<file path="src/rtl/bcd_adder_scan_display.sv">
// Registered adder whose sum is converted to decimal (iterative double-dabble) or hex
// digits and time-multiplexed onto an active-low 7-segment display.
module bcd_adder_scan_display #(
  parameter int WIDTH    = 8,
  parameter int DIGITS   = 4,
  parameter int SCAN_DIV = 16
) (
  input  logic              clk,
  input  logic              rst_n,
  input  logic [WIDTH-1:0]  a,
  input  logic [WIDTH-1:0]  b,
  input  logic              load,
  input  logic              hex_mode,
  output logic              busy,
  output logic [WIDTH:0]    sum,
  output logic [6:0]        seg,
  output logic [DIGITS-1:0] an,
  output logic              dp
);

  function automatic int dec_digits(input int bits);
    longint unsigned v;
    int n;
    v = (64'd1 << bits) - 64'd1;
    n = 0;
    for (int i = 0; i < 20; i++) begin
      if (v != 0) begin
        v = v / 10;
        n++;
      end
    end
    return (n < 1) ? 1 : n;
  endfunction

  localparam int SUM_W = WIDTH + 1;
  localparam int NDEC  = dec_digits(SUM_W);
  localparam int NHEX  = (SUM_W + 3) / 4;
  localparam int NCONV = (NDEC > NHEX) ? NDEC : NHEX;
  // Digit store covers both every converted digit and every display position.
  localparam int NS    = (NCONV > DIGITS) ? NCONV : DIGITS;
  localparam int SW    = 4 * NS;
  localparam int CNT_W = $clog2(SUM_W + 1);
  localparam int IDX_W = (DIGITS > 1) ? $clog2(DIGITS) : 1;
  localparam int DIV_W = (SCAN_DIV > 1) ? $clog2(SCAN_DIV) : 1;

  localparam logic [6:0] SEG_BLANK = 7'b1111111;
  localparam logic [6:0] SEG_DASH  = 7'b1111110;

  typedef enum logic {IDLE, CONV} state_t;

  // One double-dabble step: add 3 to every BCD digit >= 5, then shift in the next bit.
  function automatic logic [SW-1:0] dabble(input logic [SW-1:0] v, input logic in_bit);
    logic [SW-1:0] r;
    r = v;
    for (int i = 0; i < NS; i++) begin
      if (v[4*i +: 4] >= 4'd5) r[4*i +: 4] = v[4*i +: 4] + 4'd3;
    end
    return {r[SW-2:0], in_bit};
  endfunction

  function automatic logic [6:0] encode(input logic [3:0] d);
    case (d)
      4'h0: return 7'b0000001;
      4'h1: return 7'b1001111;
      4'h2: return 7'b0010010;
      4'h3: return 7'b0000110;
      4'h4: return 7'b1001100;
      4'h5: return 7'b0100100;
      4'h6: return 7'b0100000;
      4'h7: return 7'b0001111;
      4'h8: return 7'b0000000;
      4'h9: return 7'b0000100;
      4'hA: return 7'b0001000;
      4'hB: return 7'b1100000;
      4'hC: return 7'b0110001;
      4'hD: return 7'b1000010;
      4'hE: return 7'b0110000;
      default: return 7'b0111000;
    endcase
  endfunction

  state_t             state;
  logic               conv_hex;
  logic [CNT_W-1:0]   bit_cnt;
  logic [SUM_W-1:0]   bin_sr;
  logic [SW-1:0]      bcd_sr;
  logic [SW-1:0]      bcd_next;
  logic [SW-1:0]      shown;
  logic               shown_hex;
  logic [SUM_W-1:0]   sum_next;
  logic [IDX_W-1:0]   idx;
  logic [DIV_W-1:0]   div_cnt;

  assign sum_next = SUM_W'(a) + SUM_W'(b);
  assign bcd_next = dabble(bcd_sr, bin_sr[SUM_W-1]);

  // Control FSM: capture, convert, then publish the digits in one step as busy falls.
  always_ff @(posedge clk or negedge rst_n) begin
    if (!rst_n) begin
      state     <= IDLE;
      busy      <= 1'b0;
      sum       <= '0;
      conv_hex  <= 1'b0;
      bit_cnt   <= '0;
      shown     <= '0;
      shown_hex <= 1'b0;
    end else begin
      case (state)
        IDLE: begin
          if (load) begin
            sum      <= sum_next;
            conv_hex <= hex_mode;
            bit_cnt  <= '0;
            busy     <= 1'b1;
            state    <= CONV;
          end
        end
        CONV: begin
          if (conv_hex) begin
            shown     <= SW'(sum);
            shown_hex <= 1'b1;
            busy      <= 1'b0;
            state     <= IDLE;
          end else begin
            bit_cnt <= bit_cnt + CNT_W'(1);
            if (bit_cnt == CNT_W'(WIDTH)) begin
              shown     <= bcd_next;
              shown_hex <= 1'b0;
              busy      <= 1'b0;
              state     <= IDLE;
            end
          end
        end
        default: state <= IDLE;
      endcase
    end
  end

  // Conversion shift registers are pure data and are re-initialised on every load.
  always_ff @(posedge clk) begin
    if (state == IDLE && load) begin
      bin_sr <= sum_next;
      bcd_sr <= '0;
    end else if (state == CONV) begin
      bin_sr <= bin_sr << 1;
      bcd_sr <= bcd_next;
    end
  end

  always_ff @(posedge clk or negedge rst_n) begin
    if (!rst_n) begin
      div_cnt <= '0;
      idx     <= '0;
    end else if (div_cnt == DIV_W'(SCAN_DIV - 1)) begin
      div_cnt <= '0;
      idx     <= (idx == IDX_W'(DIGITS - 1)) ? '0 : idx + IDX_W'(1);
    end else begin
      div_cnt <= div_cnt + DIV_W'(1);
    end
  end

  // Stage p0: select and decode the digit for the active position.
  logic              overflow_p0;
  logic              upper_nz_p0;
  logic [3:0]        digit_p0;
  logic [6:0]        seg_p0;
  logic [DIGITS-1:0] an_p0;
  logic              dp_p0;

  always_comb begin
    overflow_p0 = 1'b0;
    upper_nz_p0 = 1'b0;
    for (int i = DIGITS; i < NS; i++) begin
      if (shown[4*i +: 4] != 4'd0) overflow_p0 = 1'b1;
    end
    for (int i = 0; i < NS; i++) begin
      if (i >= int'(idx) && shown[4*i +: 4] != 4'd0) upper_nz_p0 = 1'b1;
    end
    digit_p0 = shown[4*int'(idx) +: 4];
    if (overflow_p0)                     seg_p0 = SEG_DASH;
    else if (idx != '0 && !upper_nz_p0)  seg_p0 = SEG_BLANK;
    else                                 seg_p0 = encode(digit_p0);
    an_p0 = ~(DIGITS'(1) << idx);
    dp_p0 = ~(idx == '0 && shown_hex);
  end

  // Stage p1: anode, segment and dp registered together so they switch on the same edge.
  always_ff @(posedge clk or negedge rst_n) begin
    if (!rst_n) begin
      an  <= ~DIGITS'(1);
      seg <= 7'b0000001;
      dp  <= 1'b1;
    end else begin
      an  <= an_p0;
      seg <= seg_p0;
      dp  <= dp_p0;
    end
  end

endmodule

</file>
<file path="config.mk">
export PLATFORM = sky130hd
export DESIGN_NAME = bcd_adder_scan_display
export DESIGN_NICKNAME = d
export VERILOG_FILES = /design/src/rtl/bcd_adder_scan_display.sv
export SDC_FILE = /design/constraint.sdc
export NUM_CORES = 1
export LEC_CHECK = 0
export BUFFER_PORTS_ARGS = -buffer_cell sky130_fd_sc_hd__buf_4
export CAP_MARGIN = 40
export CORE_MARGIN = 3
export CORE_UTILIZATION = 30
export DETAILED_ROUTE_END_ITERATION = 10
export GPL_TIMING_DRIVEN = 0
export PLACE_DENSITY_LB_ADDON = 0.1
export SETUP_SLACK_MARGIN = 0.15
export SKIP_LAST_GASP = 1
export SLEW_MARGIN = 0
export SYNTH_ARGS = -nofsm -noshare
export SYNTH_HDL_FRONTEND = slang
export SYNTH_SLANG_ARGS = --single-unit
export TNS_END_PERCENT = 50
</file>
<file path="constraint.sdc">
create_clock -name clk -period 2.5 [get_ports clk]
set_input_delay 0.375 -clock clk [delete_from_list [all_inputs] [get_ports clk]]
set_output_delay 0.375 -clock clk [all_outputs]
set_load 0.01 [all_outputs]
</file>
==> impl_metrics.yaml <==
sta:
  hold_violations: 0
  period_needed_ps: 2171
  slew_headroom: 0.5193
  worst-slew-pin-transition_ps: 717.1
  grt_setup_unrepaired: "false"
  fin_ws_ps: 329.0
  setup_viol: 0
  timing.setup.tns_ps: 0
  fin_skew_ps: 4.200
  fin_crit_sh: 0.8684
  clock.fmax_ghz: 0.4606
  report.final.slew_viol_count: 0
worst_setup_path:
  rr_worst_depth: 7
  r2r-start: "idx[0]$_DFFE_PN0N_"
  r2r_slack_ps: 330
  worst-path-stages: 7
  crit_chain: "buf_6, mux4_2, ha_1, inv_1, a31oi_1, a211oi_1, o21ai_0"
  cp_slowest_cell: "mux4_2"
  cp_num_buf_inv: 2
  crit_required_ps: 2680
  cpPeakStageDelay_ps: 590
  critPathLaunch: "idx[0]$_DFFE_PN0N_"
  worstSetupEndpoint: "seg[6]$_DFF_PN0_"
  worstSetupPathType: "reg -> reg"
  cp-start-kind: "flop"
  critPathTopFamily: "multiplexers"
  cp_max_fo: 10
  critPathArrivalTime_ps: 2350
  crit_path_end_kind: "flop"
  reg2reg_to: "seg[6]$_DFF_PN0_"
yosys:
  netlist_instances: 397
  yosysUniqueCellTypes: 51
  synthFlopType: "dfrtp_1"
  async_reset_ff_frac: 0.6711
  muxShareOfSynthArea: 0.06519
  synth_area_per_cell_um2: 10.25
  synth-xor-area-share: 0.02368
  synth-compound-area-share: 0.1630
  synth_area_leaders: "dfrtp_1, ha_1, dfxtp_1"
  synthAdderAreaFrac: 0.09717
  ys_ff_latch: 76
  synth-simple-area-share: 0.1470
  syn_area_um2: 4069
  synth.yosys.seq_area_share: 0.4603
  synth_nets: 448
  synth_top_family_by_area: "compound AO/OA/AOI/OAI gates"
  ys_top_cells_by_count: "dfrtp_1, nand2_1, o21ai_0, ha_1, inv_1"
  synth_top_area_share: 0.2829
  yosysMostFrequentCell: "dfrtp_1"
  synth_largest_area_cell: "dfrtp_1"
  yosys_warnings: 0
  synth-edff-count: 9
clock_network:
  cts_setup_buffers: 0
  numCtsBuffers: 9
  clk_latency_ps: 330
  cts.clk_slew.worst_paths_ps: 60
  htreeDepth: 3
  clockBufferDepth: 2
  root_buffer: "clkbuf_16"
  cts_tree: "built"
  cts_num_sinks: 76
route:
  detail-route-antenna-nets: 0
  firstDrtPassIters: 4
  wl_per_cell_um: 15.11
  drt-total-wl_mm: 9.444
  vias: 3045
  drt-initial-drc-count: 136
  viasPerCell: 4.872
  drc_errors: 0
cells_and_area:
  fillers: 1334
  drive_gt1_frac: 0.1854
  utilization: 0.3765
  syn2layout_area_growth_pct: 19.62
  nNetsFinal: 499
  seqCellArea_um2: 1874
  multi_input_area_um2: 2011
  n_antenna_cell: 0
place:
  gp_congestion: 0.7426
  dpl.hpwl_mm: 7.041
  port_buffers: 40
  post-place-ws_ps: 163.7
die:
  io_pins: 42
  dieArea_um2: 15000
  fp.dieW_um: 122.5
  initial_utilization: 0.3148
  coreArea_um2: 12930
  chipHeight_um: 122.5
  num_rows: 41
global_route:
  grt_pass1_wl_mm: 15.76
  grt_antenna_before_repair: 0
  grt_max_degree: 52
  grt_usage: 0.1351
  overflow: 0
  first_global_vias: 3074
run:
  drv_cap: 0
power:
  leakage_nw: 2.175
  p_per_area_nw_per_um2: 1078
  irDropWorstVdd_uv: 542.6
worst_hold_path:
  holdCritPathClass: "in -> async"
outcome:
  status: "complete, no violations"
-- cell families after synthesis --
logic type                 count (synthesis)
DFF                                       76
adders and majority gates                 31
and+or+nand+nor                          114
buffers and inverters                     43
xor gates and xnor gates                  11
muxes                                     20
AOI/OAI and AO/OA                        102
-- worst min path at each step --
| stage | to | slack (ps) | start |
|---|---|---|---|
| 3_3_place_gp | dp$_DFF_PN1_ | 400 | shown_hex$_DFFE_PN0P_ |
| 6_report | div_cnt[3]$_DFF_PN0_ | 80 | rst_n |
| 4_1_cts | div_cnt[0]$_DFF_PN0_ | 100 | rst_n |
| 3_5_place_dp | dp$_DFF_PN1_ | 410 | shown_hex$_DFFE_PN0P_ |
| 2_1_floorplan | an[0]$_DFF_PN0_ | 80 | rst_n |
| 5_1_grt | div_cnt[0]$_DFF_PN0_ | 140 | rst_n |
-- where the power goes --
part | internal [W] | leakage [nW] | total, W | switching, W
sequential | 0.00172 | 0.830 | 0.00208 | 0.000360
clock | 0.000748 | 0.144 | 0.00124 | 0.000494
combinational | 0.000868 | 1.20 | 0.00193 | 0.00106
total | 0.00333 | 2.17 | 0.00524 | 0.00191
-- what timing repair did --
item                                   CTS  global route
setup endpoints to repair                1             3
resized for setup                        0             4
endpoints found under the hold margin    0             0
hold buffers                             0             0
-- cells in the final DEF, fill, tap and decap left out, drive strengths merged, types with 2 or more instances in the layout --
| master | synthesis | final |
|---|---|---|
| mux4 | 4 | 4 |
| clkinv | 0 | 3 |
| dfxtp | 16 | 16 |
| a221o | 6 | 6 |
| nand3 | 6 | 6 |
| or4 | 2 | 2 |
| edfxtp | 9 | 9 |
| buf | 4 | 44 |
| nor4 | 2 | 2 |
| xor2 | 6 | 6 |
| xnor2 | 5 | 5 |
| dfrtp | 46 | 46 |
| and2 | 3 | 3 |
| o21ai | 33 | 33 |
| a21o | 7 | 7 |
| and3 | 9 | 9 |
| dfstp | 5 | 5 |
| nand2 | 42 | 42 |
| o221ai | 3 | 3 |
| nor2 | 9 | 9 |
| nor3 | 5 | 5 |
| nor3b | 7 | 7 |
| nand4 | 4 | 4 |
| nand2b | 20 | 20 |
| mux2i | 10 | 10 |
| clkbuf | 10 | 22 |
| mux2 | 6 | 6 |
| a31oi | 4 | 4 |
| a21oi | 24 | 24 |
| nor2b | 3 | 3 |
| inv | 29 | 29 |
| a22o | 5 | 5 |
| ha | 30 | 30 |
| a211oi | 6 | 6 |
| o31ai | 9 | 9 |
-- cell type report --
| cell class | count | area share |
|---|---|---|
| tap | 172 | 0.04422 |
| inverter | 29 | 0.02236 |
| timing repair buffer | 40 | 0.06170 |
| buffer | 14 | 0.01414 |
| multi-input combinational | 278 | 0.4131 |
| sequential | 76 | 0.3851 |
| clock inverter | 4 | 0.004627 |
| clock buffer | 12 | 0.05476 |
-- layer usage --
layer  share of wire  track usage  wire length (um)  vias up
met5               0            0                 0        -
met4           0.012      0.03779               113        0
met3           0.027      0.03180               252        8
met2            0.47       0.2199              4451       41
met1            0.49       0.1800              4626     1481
li1                -            -                 -     1515
-- state kept, by name, summed over array words and instances (netlist names), 4 cells and up --
register  flops
an            4
bcd_sr       16
bin_sr        9
bit_cnt       4
div_cnt       4
seg           7
shown        16
sum           9
-- worst register-to-register path, stage by stage (launching register included) --
cell	delay (ps)
dfrtp_2	410
buf_6	180
mux4_2	600
ha_1	260
inv_1	140
a31oi_1	90
a211oi_1	230
o21ai_0	120
-- stage by stage --
step	std cells	cell area, um^2	power [W]	hold WS [ps]
2_1_floorplan	397	4069	0.003339	79.41
3_3_place_gp	609	4584	0.004028	400.3
3_5_place_dp	609	4584	0.004062	405.3
4_1_cts	625	4873	0.005331	99.19
5_1_grt	625	4867	0.005664	141.3
6_report	625	4867	0.005244	77.86
No activity file was read; power rests on OpenSTA's default activity.
